[src/rtl/conv_3x3_feeder.sv]
// Operand feeder for a 3x3 fp16 convolution core: collects nine pixels and
// (optionally) nine weights from a word stream, hands them to conv_3x3 and returns its result.
module conv_3x3_feeder #(
    parameter int TIMEOUT = 64
) (
    input  logic         clk,
    input  logic         rst_n,
    input  logic [15:0]  din,
    input  logic         din_valid,
    output logic         din_ready,
    input  logic         keep_w,
    output logic [143:0] im,
    output logic [143:0] iw,
    output logic         conv_ready,
    input  logic         conv_valid,
    input  logic [15:0]  om,
    output logic [15:0]  res,
    output logic         res_valid,
    input  logic         res_ready,
    output logic         err_timeout
);

    localparam int TW = $clog2(TIMEOUT + 1);

    typedef enum logic [2:0] {
        IDLE,
        LOAD_M,
        LOAD_W,
        CONV,
        OUT
    } state_t;

    state_t         r_state;
    logic [3:0]     r_cnt;
    logic           r_keep_w;
    logic [15:0]    r_im [9];
    logic [15:0]    r_iw [9];
    logic [TW-1:0]  r_tmo;
    logic           r_din_ready;
    logic           r_conv_ready;
    logic [15:0]    r_res;
    logic           r_res_valid;
    logic           r_err_timeout;

    logic           w_xfer;
    logic           w_last;
    logic           w_expire;

    assign w_xfer   = r_din_ready & din_valid;
    assign w_last   = (r_cnt == 4'd8);
    assign w_expire = (r_tmo == TW'(TIMEOUT - 1));

    // NOTE: the operand arrays sit inside the async reset on purpose: im/iw
    // must read as zero after reset, and a first job with keep_w=1 uses that zero iw.
    always_ff @(posedge clk or negedge rst_n) begin
        if (!rst_n) begin
            r_state       <= IDLE;
            r_cnt         <= 4'd0;
            r_keep_w      <= 1'b0;
            r_tmo         <= '0;
            r_din_ready   <= 1'b0;
            r_conv_ready  <= 1'b0;
            r_res         <= 16'h0000;
            r_res_valid   <= 1'b0;
            r_err_timeout <= 1'b0;
            for (int k = 0; k < 9; k++) begin
                r_im[k] <= 16'h0000;
                r_iw[k] <= 16'h0000;
            end
        end else begin
            // NOTE: every state update uses <= so all branches see pre-edge values.
            r_err_timeout <= 1'b0;
            case (r_state)
                IDLE: begin
                    r_din_ready <= 1'b1;
                    if (w_xfer) begin
                        r_im[0]  <= din;
                        r_keep_w <= keep_w;
                        r_cnt    <= 4'd1;
                        r_state  <= LOAD_M;
                    end
                end
                LOAD_M: begin
                    if (w_xfer) begin
                        r_im[r_cnt] <= din;
                        if (w_last) begin
                            r_cnt <= 4'd0;
                            if (r_keep_w) begin
                                r_din_ready  <= 1'b0;
                                r_conv_ready <= 1'b1;
                                r_tmo        <= '0;
                                r_state      <= CONV;
                            end else begin
                                r_state <= LOAD_W;
                            end
                        end else begin
                            r_cnt <= r_cnt + 4'd1;
                        end
                    end
                end
                LOAD_W: begin
                    if (w_xfer) begin
                        r_iw[r_cnt] <= din;
                        if (w_last) begin
                            r_cnt        <= 4'd0;
                            r_din_ready  <= 1'b0;
                            r_conv_ready <= 1'b1;
                            r_tmo        <= '0;
                            r_state      <= CONV;
                        end else begin
                            r_cnt <= r_cnt + 4'd1;
                        end
                    end
                end
                CONV: begin
                    // A result arriving on the expiry cycle takes priority over the error.
                    if (conv_valid) begin
                        r_res        <= om;
                        r_res_valid  <= 1'b1;
                        r_conv_ready <= 1'b0;
                        r_state      <= OUT;
                    end else if (w_expire) begin
                        r_err_timeout <= 1'b1;
                        r_conv_ready  <= 1'b0;
                        r_din_ready   <= 1'b1;
                        r_state       <= IDLE;
                    end else begin
                        r_tmo <= r_tmo + 1'b1;
                    end
                end
                OUT: begin
                    if (res_ready) begin
                        r_res_valid <= 1'b0;
                        r_din_ready <= 1'b1;
                        r_state     <= IDLE;
                    end
                end
                default: begin
                    r_state <= IDLE;
                end
            endcase
        end
    end

    // Element 0 occupies the most significant 16 bits of each bus.
    always_comb begin
        im = '0;
        iw = '0;
        for (int k = 0; k < 9; k++) begin
            im[143 - 16*k -: 16] = r_im[k];
            iw[143 - 16*k -: 16] = r_iw[k];
        end
    end

    assign din_ready   = r_din_ready;
    assign conv_ready  = r_conv_ready;
    assign res         = r_res;
    assign res_valid   = r_res_valid;
    assign err_timeout = r_err_timeout;

endmodule

[config.mk]
export PLATFORM = sky130hd
export DESIGN_NAME = conv_3x3_feeder
export DESIGN_NICKNAME = d
export VERILOG_FILES = /design/src/rtl/conv_3x3_feeder.sv
export SDC_FILE = /design/constraint.sdc
export NUM_CORES = 1
export LEC_CHECK = 0
export CAP_MARGIN = 20
export CORE_UTILIZATION = 41
export CTS_BUF_LIST = sky130_fd_sc_hd__clkbuf_4 sky130_fd_sc_hd__clkbuf_8 sky130_fd_sc_hd__clkbuf_16
export CTS_CLUSTER_SIZE = 25
export DETAILED_ROUTE_END_ITERATION = 6
export PLACE_DENSITY = 0.82
export SLEW_MARGIN = 25
export SYNTH_ARGS = -nofsm -noshare
export SYNTH_HDL_FRONTEND = slang
export SYNTH_SLANG_ARGS = --single-unit
[constraint.sdc]
create_clock -name clk -period 2.82 [get_ports clk]
set_input_delay 0.564 -clock clk [delete_from_list [all_inputs] [get_ports clk]]
set_output_delay 0.564 -clock clk [all_outputs]
set_load 0.1 [all_outputs]
==> reports/results.ini, run 1 <==
[synth]
ys_ff_latch = 323
yosys_warnings = 0
yosys.area.top_type_share_pct = 63.23
synth_flop_cell = dfrtp_1
async_reset_ff_share_pct = 100.0
ys_types = 51
synth_nets = 842
syn-instance-count = 799
syn_avg_cell_area_um2 = 16.00
ys_seq_area_share_pct = 63.23
syn-cell-area_mm2 = 0.01278
synth_edf_count = 0
yosys.area.top_type = dfrtp_1
synth.area.top_cells = dfrtp_1 (63%), mux2_2 (20%), mux2_4 (4.7%)

[worst_setup_path]
cp-start-kind = flop
r2r_end = r_tmo[1]$_DFFE_PN0P_
crit_type = reg -> reg
required_ns = 3.21
critPathCaptureType = flop
r2r_cells = 6
arrival_ns = 2.83
regToRegSetupSlack_ns = 0.38
cp_max_fo = 9
r2r_start = r_cnt[0]$_DFFE_PN0P_

[cts]
post-cts-setup-buffer-count = 0
clock-sinks = 323
ctsResizeCount = 0
holdBufCountCts = 0
htree_levels = 2
clock_latency_ns = 0.52
cts.path.max_buffers = 3
cts-root-buf = clkbuf_16
tritoncts = built
numCtsBuffers = 37
cts.clk_slew.worst_paths_ns = 0.06

[finish]
final_common_cell = buf_4
antenna_cells = 0
nNetsFinal = 1217
area_growth_pct = 35.57
drive_above_1_share_pct = 57.69
mostFrequentLayoutCells = buf_4 (336), dfrtp_1 (323), mux2_2 (225)

[timing]
finClkSkew_ns = 0.01846
setup_viol = 0
fin_crit_sh_pct = 86.67
rsz0062_at_grt = no
maxSlewHeadroom_pct = 37.10
timing.setup.tns_ns = 0
period_minus_slack_ns = 2.444
finalHoldViolCount = 0
drv_slew = 0
worst-slew-pin-transition_ns = 0.9405
max_freq_mhz = 409.1

[detailed_routing]
totalWireLength_um = 33920
vias_per_cell = 5.111
drc = 0
first_pass_iters = 4
routedWlPerCell_um = 21.21
drt_iter0_drc = 412
drtAntennaViolNets = 0
vias = 8172

[floorplan]
die_h_um = 178.6
die_x_um = 178.6
initial_core_util_pct = 41.68
die_area_mm2 = 0.03189
fp.coreArea_mm2 = 0.03067
std_cell_rows = 64
io_pins = 346

[min_path]
holdCritPathClass = in -> async

[grt]
grt_pass1_wl_um = 50990
grt_usage_pct = 21.20
first_global_vias = 8496
grt_max_degree = 67
gr-total-overflow = 0
antenna_found_initial = 1

[job]
cap_violations = 0

[run_status]
status = finished, final reports clean

[place]
gp_congestion = 0.8229
port_buffers = 345
dp_hpwl_um = 23560

metrics by stage:
step / cell area (um^2) / util (%) / setup WS (ns) / hold slack (ns) / cells
after floorplan: 12780 / - / 0.2937 / 0.2684 / 799
after global placement: 16100 / 52.48 / 0.2581 / 0.4746 / 1531
after detailed placement: 16100 / 52.48 / 0.2282 / 0.4828 / 1531
after CTS: 17330 / 56.50 / 0.3594 / 0.01379 / 1599
after global routing: 17330 / 56.50 / 0.2386 / 0.03214 / 1599
final: 17330 / 56.50 / 0.3758 / 0.009467 / 1599
sequential cells by signal, indices dropped and copies added (netlist names):
name,count
im,144
res,16
din_ready,1
r_tmo,7
r_state,3
r_cnt,4
iw,144
res_valid,1
conv_ready,1
err_timeout,1
r_keep_w,1
cells by family (layout without fill, tap and decap cells):
logic type / count (synthesis) / count (layout) / share of synthesized area (%)
buf+inv: 48 / 452 / 1.821
compound gates: 41 / 41 / 2.281
xor+xnor: 1 / 1 / 0.06853
simple gates: 74 / 74 / 3.886
mux: 307 / 307 / 28.22
flops: 323 / 323 / 63.23
fa+ha+maj: 5 / 5 / 0.4894
per-layer routing:
metal	track usage (%)	wire (um)	vias to the layer above
li1	-	-	3621
met1	27.71	14410	4179
met2	34.22	16140	307
met3	5.115	2373	65
met4	7.592	1001	0
met5	0	0	-
cells in the mapped netlist, types with 2 or more instances:
master and instances:
dfrtp_1 323, mux2_2 225, mux2_1 42, mux2_4 40, clkbuf_1 21, buf_2 17
nand2_1 16, o21ai_0 11, nor2_1 8, nand2b_1 7, a21oi_1 5, ha_1 5
inv_1 5, nor3_1 5, and3_1 4, buf_6 4, nand2_2 4, nand2_4 4
nand3_1 4, nor3_2 4, a21boi_0 3, and3b_1 3, o211ai_1 3, a221o_1 2
a22o_1 2, nand3b_1 2, nand3b_4 2, o2111ai_1 2, o22a_1 2, or3_1 2
or4_1 2
how the worst max path moves through the flow:
stage	startpoint	slack (ns)	to	cells after the start
floorplan	din_ready$_DFFE_PN0P_	0.29	r_tmo[1]$_DFFE_PN0P_	4
global placement	din_valid	0.26	r_tmo[1]$_DFFE_PN0P_	5
detailed placement	din_valid	0.23	r_tmo[1]$_DFFE_PN0P_	5
CTS	r_cnt[0]$_DFFE_PN0P_	0.36	r_tmo[1]$_DFFE_PN0P_	6
global route	r_cnt[0]$_DFFE_PN0P_	0.24	r_tmo[1]$_DFFE_PN0P_	6
finish	r_cnt[0]$_DFFE_PN0P_	0.38	r_tmo[1]$_DFFE_PN0P_	6
cell type report:
cell class / count / area, um^2
clock inverters: 21 / 195.2
flip-flops and latches: 323 / 8083
clock buffers: 47 / 1039
fillers: 2442 / 13340
repair buffers: 379 / 3018
multi-input cells: 428 / 4481
inverters: 5 / 18.77
well taps: 396 / 495.5
critical path, cell delays in order, from the launching register on:
cell and delay (ns):
dfrtp_1 0.43, inv_1 0.11, ha_1 0.38, nand3b_4 0.22
o311a_1 0.40, or3_1 0.40, a221o_1 0.37
Power of run 1 is left out: the tool's default activity adds up to more than one toggle a clock period on the data nets, which glitch-free logic cannot reach.
==> run 2: changes to the inputs <==
--- a/config.mk
+++ b/config.mk
@@ -6,12 +6,13 @@
 export NUM_CORES = 1
 export LEC_CHECK = 0
 export CAP_MARGIN = 20
-export CORE_UTILIZATION = 41
+export CORE_UTILIZATION = 40
 export CTS_BUF_LIST = sky130_fd_sc_hd__clkbuf_4 sky130_fd_sc_hd__clkbuf_8 sky130_fd_sc_hd__clkbuf_16
 export CTS_CLUSTER_SIZE = 25
 export DETAILED_ROUTE_END_ITERATION = 6
-export PLACE_DENSITY = 0.82
+export PLACE_DENSITY = 0.74
 export SLEW_MARGIN = 25
 export SYNTH_ARGS = -nofsm -noshare
 export SYNTH_HDL_FRONTEND = slang
 export SYNTH_SLANG_ARGS = --single-unit
+export TNS_END_PERCENT = 10
==> reports/results.ini, run 2 (synthesis gave the netlist of run 1 again) <==
[finish]
area_growth_pct = 35.43
fillers = 2578  ; +5.6%
multiInputGateArea_mm2 = 0.004487  ; +0.14%
antenna_cells = 0  ; unchanged
mostFrequentLayoutCells = buf_4 (335), dfrtp_1 (323), mux2_2 (225)
final_common_cell = buf_4
drive_above_1_share_pct = 57.39  ; -0.30 points
final-seq-area_mm2 = 0.008083  ; unchanged
nNetsFinal = 1216  ; -0.082%

[cts]
cts.path.max_buffers = 3  ; unchanged
cts.clk_slew.worst_paths_ns = 0.06  ; about the same
cts-root-buf = clkbuf_16
numCtsBuffers = 37  ; unchanged
htree_levels = 2  ; unchanged
clock_latency_ns = 0.51  ; about the same
clock-sinks = 323  ; unchanged
tritoncts = built
ctsResizeCount = 0  ; unchanged

[floorplan]
die_h_um = 180.8  ; +1.2%
initial_core_util_pct = 40.61  ; -1.1 points
die_x_um = 180.8  ; +1.2%
io_pins = 346  ; unchanged
die_area_mm2 = 0.03267  ; +2.5%
std_cell_rows = 65  ; +1.6%
fp.coreArea_mm2 = 0.03147  ; +2.6%

[timing]
fin_crit_sh_pct = 88.43  ; +1.8 points
finalHoldViolCount = 0  ; unchanged
rsz0062_at_grt = no
worst-slew-pin-transition_ns = 1.041  ; +0.1006 ns
fin_ws_ns = 0.3262  ; -0.04956 ns
hold-worst-slack_ns = 0.4930  ; +0.4835 ns
maxSlewHeadroom_pct = 30.37  ; -6.7 points
period_minus_slack_ns = 2.494  ; +0.04956 ns
max_freq_mhz = 401.0  ; -2.0%
finClkSkew_ns = 0.01125  ; -0.007209 ns
setup_viol = 0  ; unchanged
timing.setup.tns_ns = 0  ; unchanged
drv_slew = 0  ; unchanged

[detailed_routing]
first_pass_iters = 4  ; unchanged
vias_per_cell = 5.117  ; +0.12%
totalWireLength_um = 34360  ; +1.3%
drtAntennaViolNets = 0  ; unchanged
routedWlPerCell_um = 21.49  ; +1.3%
drc = 0  ; unchanged
drt_iter0_drc = 343  ; -17%
vias = 8182  ; +0.12%

[grt]
gr-total-overflow = 0  ; unchanged
antenna_found_initial = 0  ; -1
first_global_vias = 8470  ; -0.31%
grt_pass1_wl_um = 52810  ; +3.6%
grt_usage_pct = 21.19  ; about the same
grt_max_degree = 61  ; -9.0%

[job]
cap_violations = 0  ; unchanged

[min_path]
holdCritPathClass = reg -> reg
min_path_cells = 1

[worst_setup_path]
required_ns = 3.21  ; about the same
cp-start-kind = flop
regToRegSetupSlack_ns = 0.33  ; -0.05 ns
r2r_cells = 6  ; unchanged
cp_max_fo = 9  ; unchanged
arrival_ns = 2.88  ; +0.05 ns
critPathCaptureType = flop
crit_type = reg -> reg

[place]
gp_congestion = 0.8037  ; -2.3%
pre_cts_ws_ns = 0.005205  ; -0.2230 ns
dp_hpwl_um = 23870  ; +1.3%
port_buffers = 345  ; unchanged

[run_status]
status = finished, final reports clean

-- run 2: cell count changes in the layout (fill, tap and decap cells not counted) --
cell / change
nor3_2: -1
clkbuf_16: +2
inv_6: -2
clkbuf_8: +1
dlygate4sd3_1: +1
clkbuf_4: +7
clkinvlp_4: +1
buf_4: -1
buf_12: -1
nor3_4: +1
clkinv_4: -1
bufinv_16: -1
clkinv_2: -10
clkinv_8: -2
-- run 2: final timing paths --
path                                       from                    to
max                        r_cnt[0]$_DFFE_PN0P_  r_tmo[1]$_DFFE_PN0P_
min                          iw[40]$_DFFE_PN0P_    iw[40]$_DFFE_PN0P_
max reg2reg                r_cnt[0]$_DFFE_PN0P_  r_tmo[1]$_DFFE_PN0P_
min reg2reg                  iw[40]$_DFFE_PN0P_    iw[40]$_DFFE_PN0P_
max in group asynchronous                 rst_n    res[5]$_DFFE_PN0P_
min in group asynchronous                 rst_n    iw[60]$_DFFE_PN0P_
-- run 2: area by class of cell --
cell class                 count  area share, %
clock inverter                 6         0.3686
timing repair buffer         378          17.33
tap                          402          2.906
multi-input combinational    428          25.92
sequential                   323          46.69
inverter                       5         0.1084
clock buffer                  57          6.671
-- run 2: through the flow --
step                      utilization (%)  instances  area, um^2
final                               55.00       1599       17310
after global routing                55.00       1599       17310
after CTS                           55.00       1599       17310
after detailed placement            51.10       1535       16080
after global placement              51.10       1535       16080
after floorplan                         -        799       12780
-- run 2: repair_timing --
item | in CTS | in global routing
hold endpoints to repair | 29 | 0
hold buffers | 1 | 0
setup endpoints to repair | 0 | 0
buffers inserted | 0 | 0
-- run 2: routing by layer --
metal	wire length (um)	part of all wire, %	global-route usage, %	up-vias
met3	2267	6.6	5.725	56
met2	16200	47	34.19	283
met1	14870	43	27.56	4233
met4	1023	3.0	7.316	0
li1	-	-	-	3610
met5	0	0	0	-
-- run 2: worst max-delay path, cell delays in order, from the launching register on --
cell	delay (ns)
dfrtp_1	0.44
inv_1	0.11
ha_1	0.40
nand3b_4	0.23
o311a_1	0.42
or3_1	0.41
a221o_1	0.37
Power of run 2 is left out for the same reason.
==> run 3: changes to the inputs <==
--- a/config.mk
+++ b/config.mk
@@ -10,6 +10,7 @@
 export CTS_BUF_LIST = sky130_fd_sc_hd__clkbuf_4 sky130_fd_sc_hd__clkbuf_8 sky130_fd_sc_hd__clkbuf_16
 export CTS_CLUSTER_SIZE = 25
 export DETAILED_ROUTE_END_ITERATION = 6
+export GPL_TIMING_DRIVEN = 0
 export PLACE_DENSITY = 0.74
 export SLEW_MARGIN = 25
 export SYNTH_ARGS = -nofsm -noshare
==> reports/results.ini, run 3 (synthesis gave the netlist of run 1 again) <==
[place]
gp_congestion = 0.8393  ; +4.4%
dpl.cell_count = 1549  ; +0.91%
dp_hpwl_um = 24010  ; +0.60%
port_buffers = 345  ; unchanged

[worst_setup_path]
slowest_stage = nor3_2
path_cells = inv_1 -> ha_1 -> buf_2 -> nand3b_4 -> nor3_2 -> buf_2 -> mux2_2
cp_max_fo = 10  ; +1
cp-start-kind = flop
critPathBufInv = 3  ; +2
crit_family = simple AND/OR/NAND/NOR gates
cpPeakStageDelay_ns = 0.63  ; +0.19 ns
r2r_cells = 7  ; +1
crit_cells = 7  ; +1
crit_type = reg -> reg
critPathCaptureType = flop
required_ns = 3.20  ; about the same
arrival_ns = 3.03  ; +0.15 ns
cpMostUsedCell = buf_2

[cts]
htree_levels = 2  ; unchanged
cts.clk_slew.worst_paths_ns = 0.06  ; about the same
clock_latency_ns = 0.51  ; about the same
tritoncts = built
holdBufCountCts = 0  ; -1
numCtsBuffers = 37  ; unchanged
cts-root-buf = clkbuf_16
cts.path.max_buffers = 3  ; unchanged
clock-sinks = 323  ; unchanged

[run_status]
status = finished, final reports clean

[detailed_routing]
drt_iter0_drc = 315  ; -8.2%
vias_per_cell = 5.095  ; -0.43%
routedWlPerCell_um = 21.11  ; -1.8%
vias = 8223  ; +0.50%
drtAntennaViolNets = 0  ; unchanged
first_pass_iters = 4  ; unchanged
drc = 0  ; unchanged
totalWireLength_um = 34070  ; -0.83%

[timing]
fin_crit_sh_pct = 93.72  ; +5.3 points
max_freq_mhz = 378.4  ; -5.6%
rsz0062_at_grt = no
finClkSkew_ns = 0.01920  ; +0.007949 ns
worst-slew-pin-transition_ns = 1.063  ; +0.02146 ns
finalHoldViolCount = 0  ; unchanged
drv_slew = 0  ; unchanged
setup_viol = 0  ; unchanged
maxSlewHeadroom_pct = 28.94  ; -1.4 points
period_minus_slack_ns = 2.643  ; +0.1493 ns

[floorplan]
initial_core_util_pct = 40.61  ; unchanged
fp.coreArea_mm2 = 0.03147  ; unchanged
die_x_um = 180.8  ; unchanged
die_h_um = 180.8  ; unchanged
std_cell_rows = 65  ; unchanged
die_area_mm2 = 0.03267  ; unchanged
io_pins = 346  ; unchanged

[finish]
antenna_cells = 0  ; unchanged
fillers = 2507  ; -2.8%
area_growth_pct = 41.68
instances_no_fill = 1614  ; +0.94%
drive_above_1_share_pct = 30.86  ; -27 points
final_common_cell = clkdlybuf4s50_1
nNetsFinal = 1229  ; +1.1%
mostFrequentLayoutCells = clkdlybuf4s50_1 (343), dfrtp_1 (323), mux2_2 (225)

[grt]
first_global_vias = 8526  ; +0.66%
antenna_found_initial = 0  ; unchanged
grt_max_degree = 90  ; +48%
grt_pass1_wl_um = 52810  ; about the same
gr-total-overflow = 0  ; unchanged
grt_usage_pct = 21.05  ; -0.15 points

[min_path]
holdCritPathClass = in -> async

[job]
cap_violations = 0  ; unchanged

## run 3: cell count changes in the layout (fill, tap and decap cells not counted), sizes merged
cell / previous run / this run
dlygate4sd3: 1 / 0
dlymetal6s2s: 0 / 1
clkdlybuf4s50: 36 / 343
clkbuf: 57 / 76
clkinv: 2 / 3
buf: 341 / 25
inv: 6 / 7
bufinv: 1 / 4
## run 3: repair_timing
action,in CTS,in global routing
resized for setup,0,1
buffers inserted,0,0
hold endpoints to repair,0,0
endpoints found under the setup margin,0,1
## run 3: worst reg2reg max path, stage by stage, from the launching register on
cell	delay, ns
dfrtp_1	0.44
inv_1	0.11
ha_1	0.15
buf_2	0.21
nand3b_4	0.16
nor3_2	0.64
buf_2	0.44
mux2_2	0.38
## run 3: path summary, 6_finish.rpt
check | from | end | slack [ns]
setup / recovery | r_cnt[0]$_DFFE_PN0P_ | iw[5]$_DFFE_PN0P_ | 0.18
hold / removal | rst_n | iw[106]$_DFFE_PN0P_ | 0.06
setup reg to reg | r_cnt[0]$_DFFE_PN0P_ | iw[5]$_DFFE_PN0P_ | 0.18
hold reg to reg | im[39]$_DFFE_PN0P_ | im[39]$_DFFE_PN0P_ | 0.49
max in group asynchronous | rst_n | iw[143]$_DFFE_PN0P_ | 1.82
min in group clk | im[39]$_DFFE_PN0P_ | im[39]$_DFFE_PN0P_ | 0.49
## run 3: per-stage QoR
stage                     hold slack (ns)  utilization [%]  worst slack (ns)  setup TNS [ns]  instance area (um^2)
after floorplan                    0.2684                -            0.2937               0                 12780
after global routing              0.08921            57.54           0.01871               0                 18110
after global placement             0.4730            53.18            -12.85        -4144.85                 16740
after CTS                         0.07639            57.53           0.03328               0                 18110
after detailed placement           0.4814            53.46           -0.2165          -11.22                 16830
final                             0.05975            57.54            0.1770               0                 18110
## run 3: area by class of cell
class	instances	area (um^2)	area share, %
Buffer	43	214.0	1.181
Inverter	5	18.77	0.1036
Timing Repair Buffer	348	3543	19.57
Clock buffer	54	1114	6.149
Clock inverter	11	167.7	0.9258
Sequential cell	323	8083	44.63
Multi-Input combinational cell	428	4467	24.66
Tap cell	402	503.0	2.777
## run 3: per-layer routing
layer  global-route usage, %  routed length (um)  up-vias
li1                        -                   -     3637
met1                   27.59               14730     4207
met2                   33.76               15950      304
met3                   5.281                2133       75
met4                   7.761                1253        0
met5                       0                   0        -
Power of run 3 is left out for the same reason.
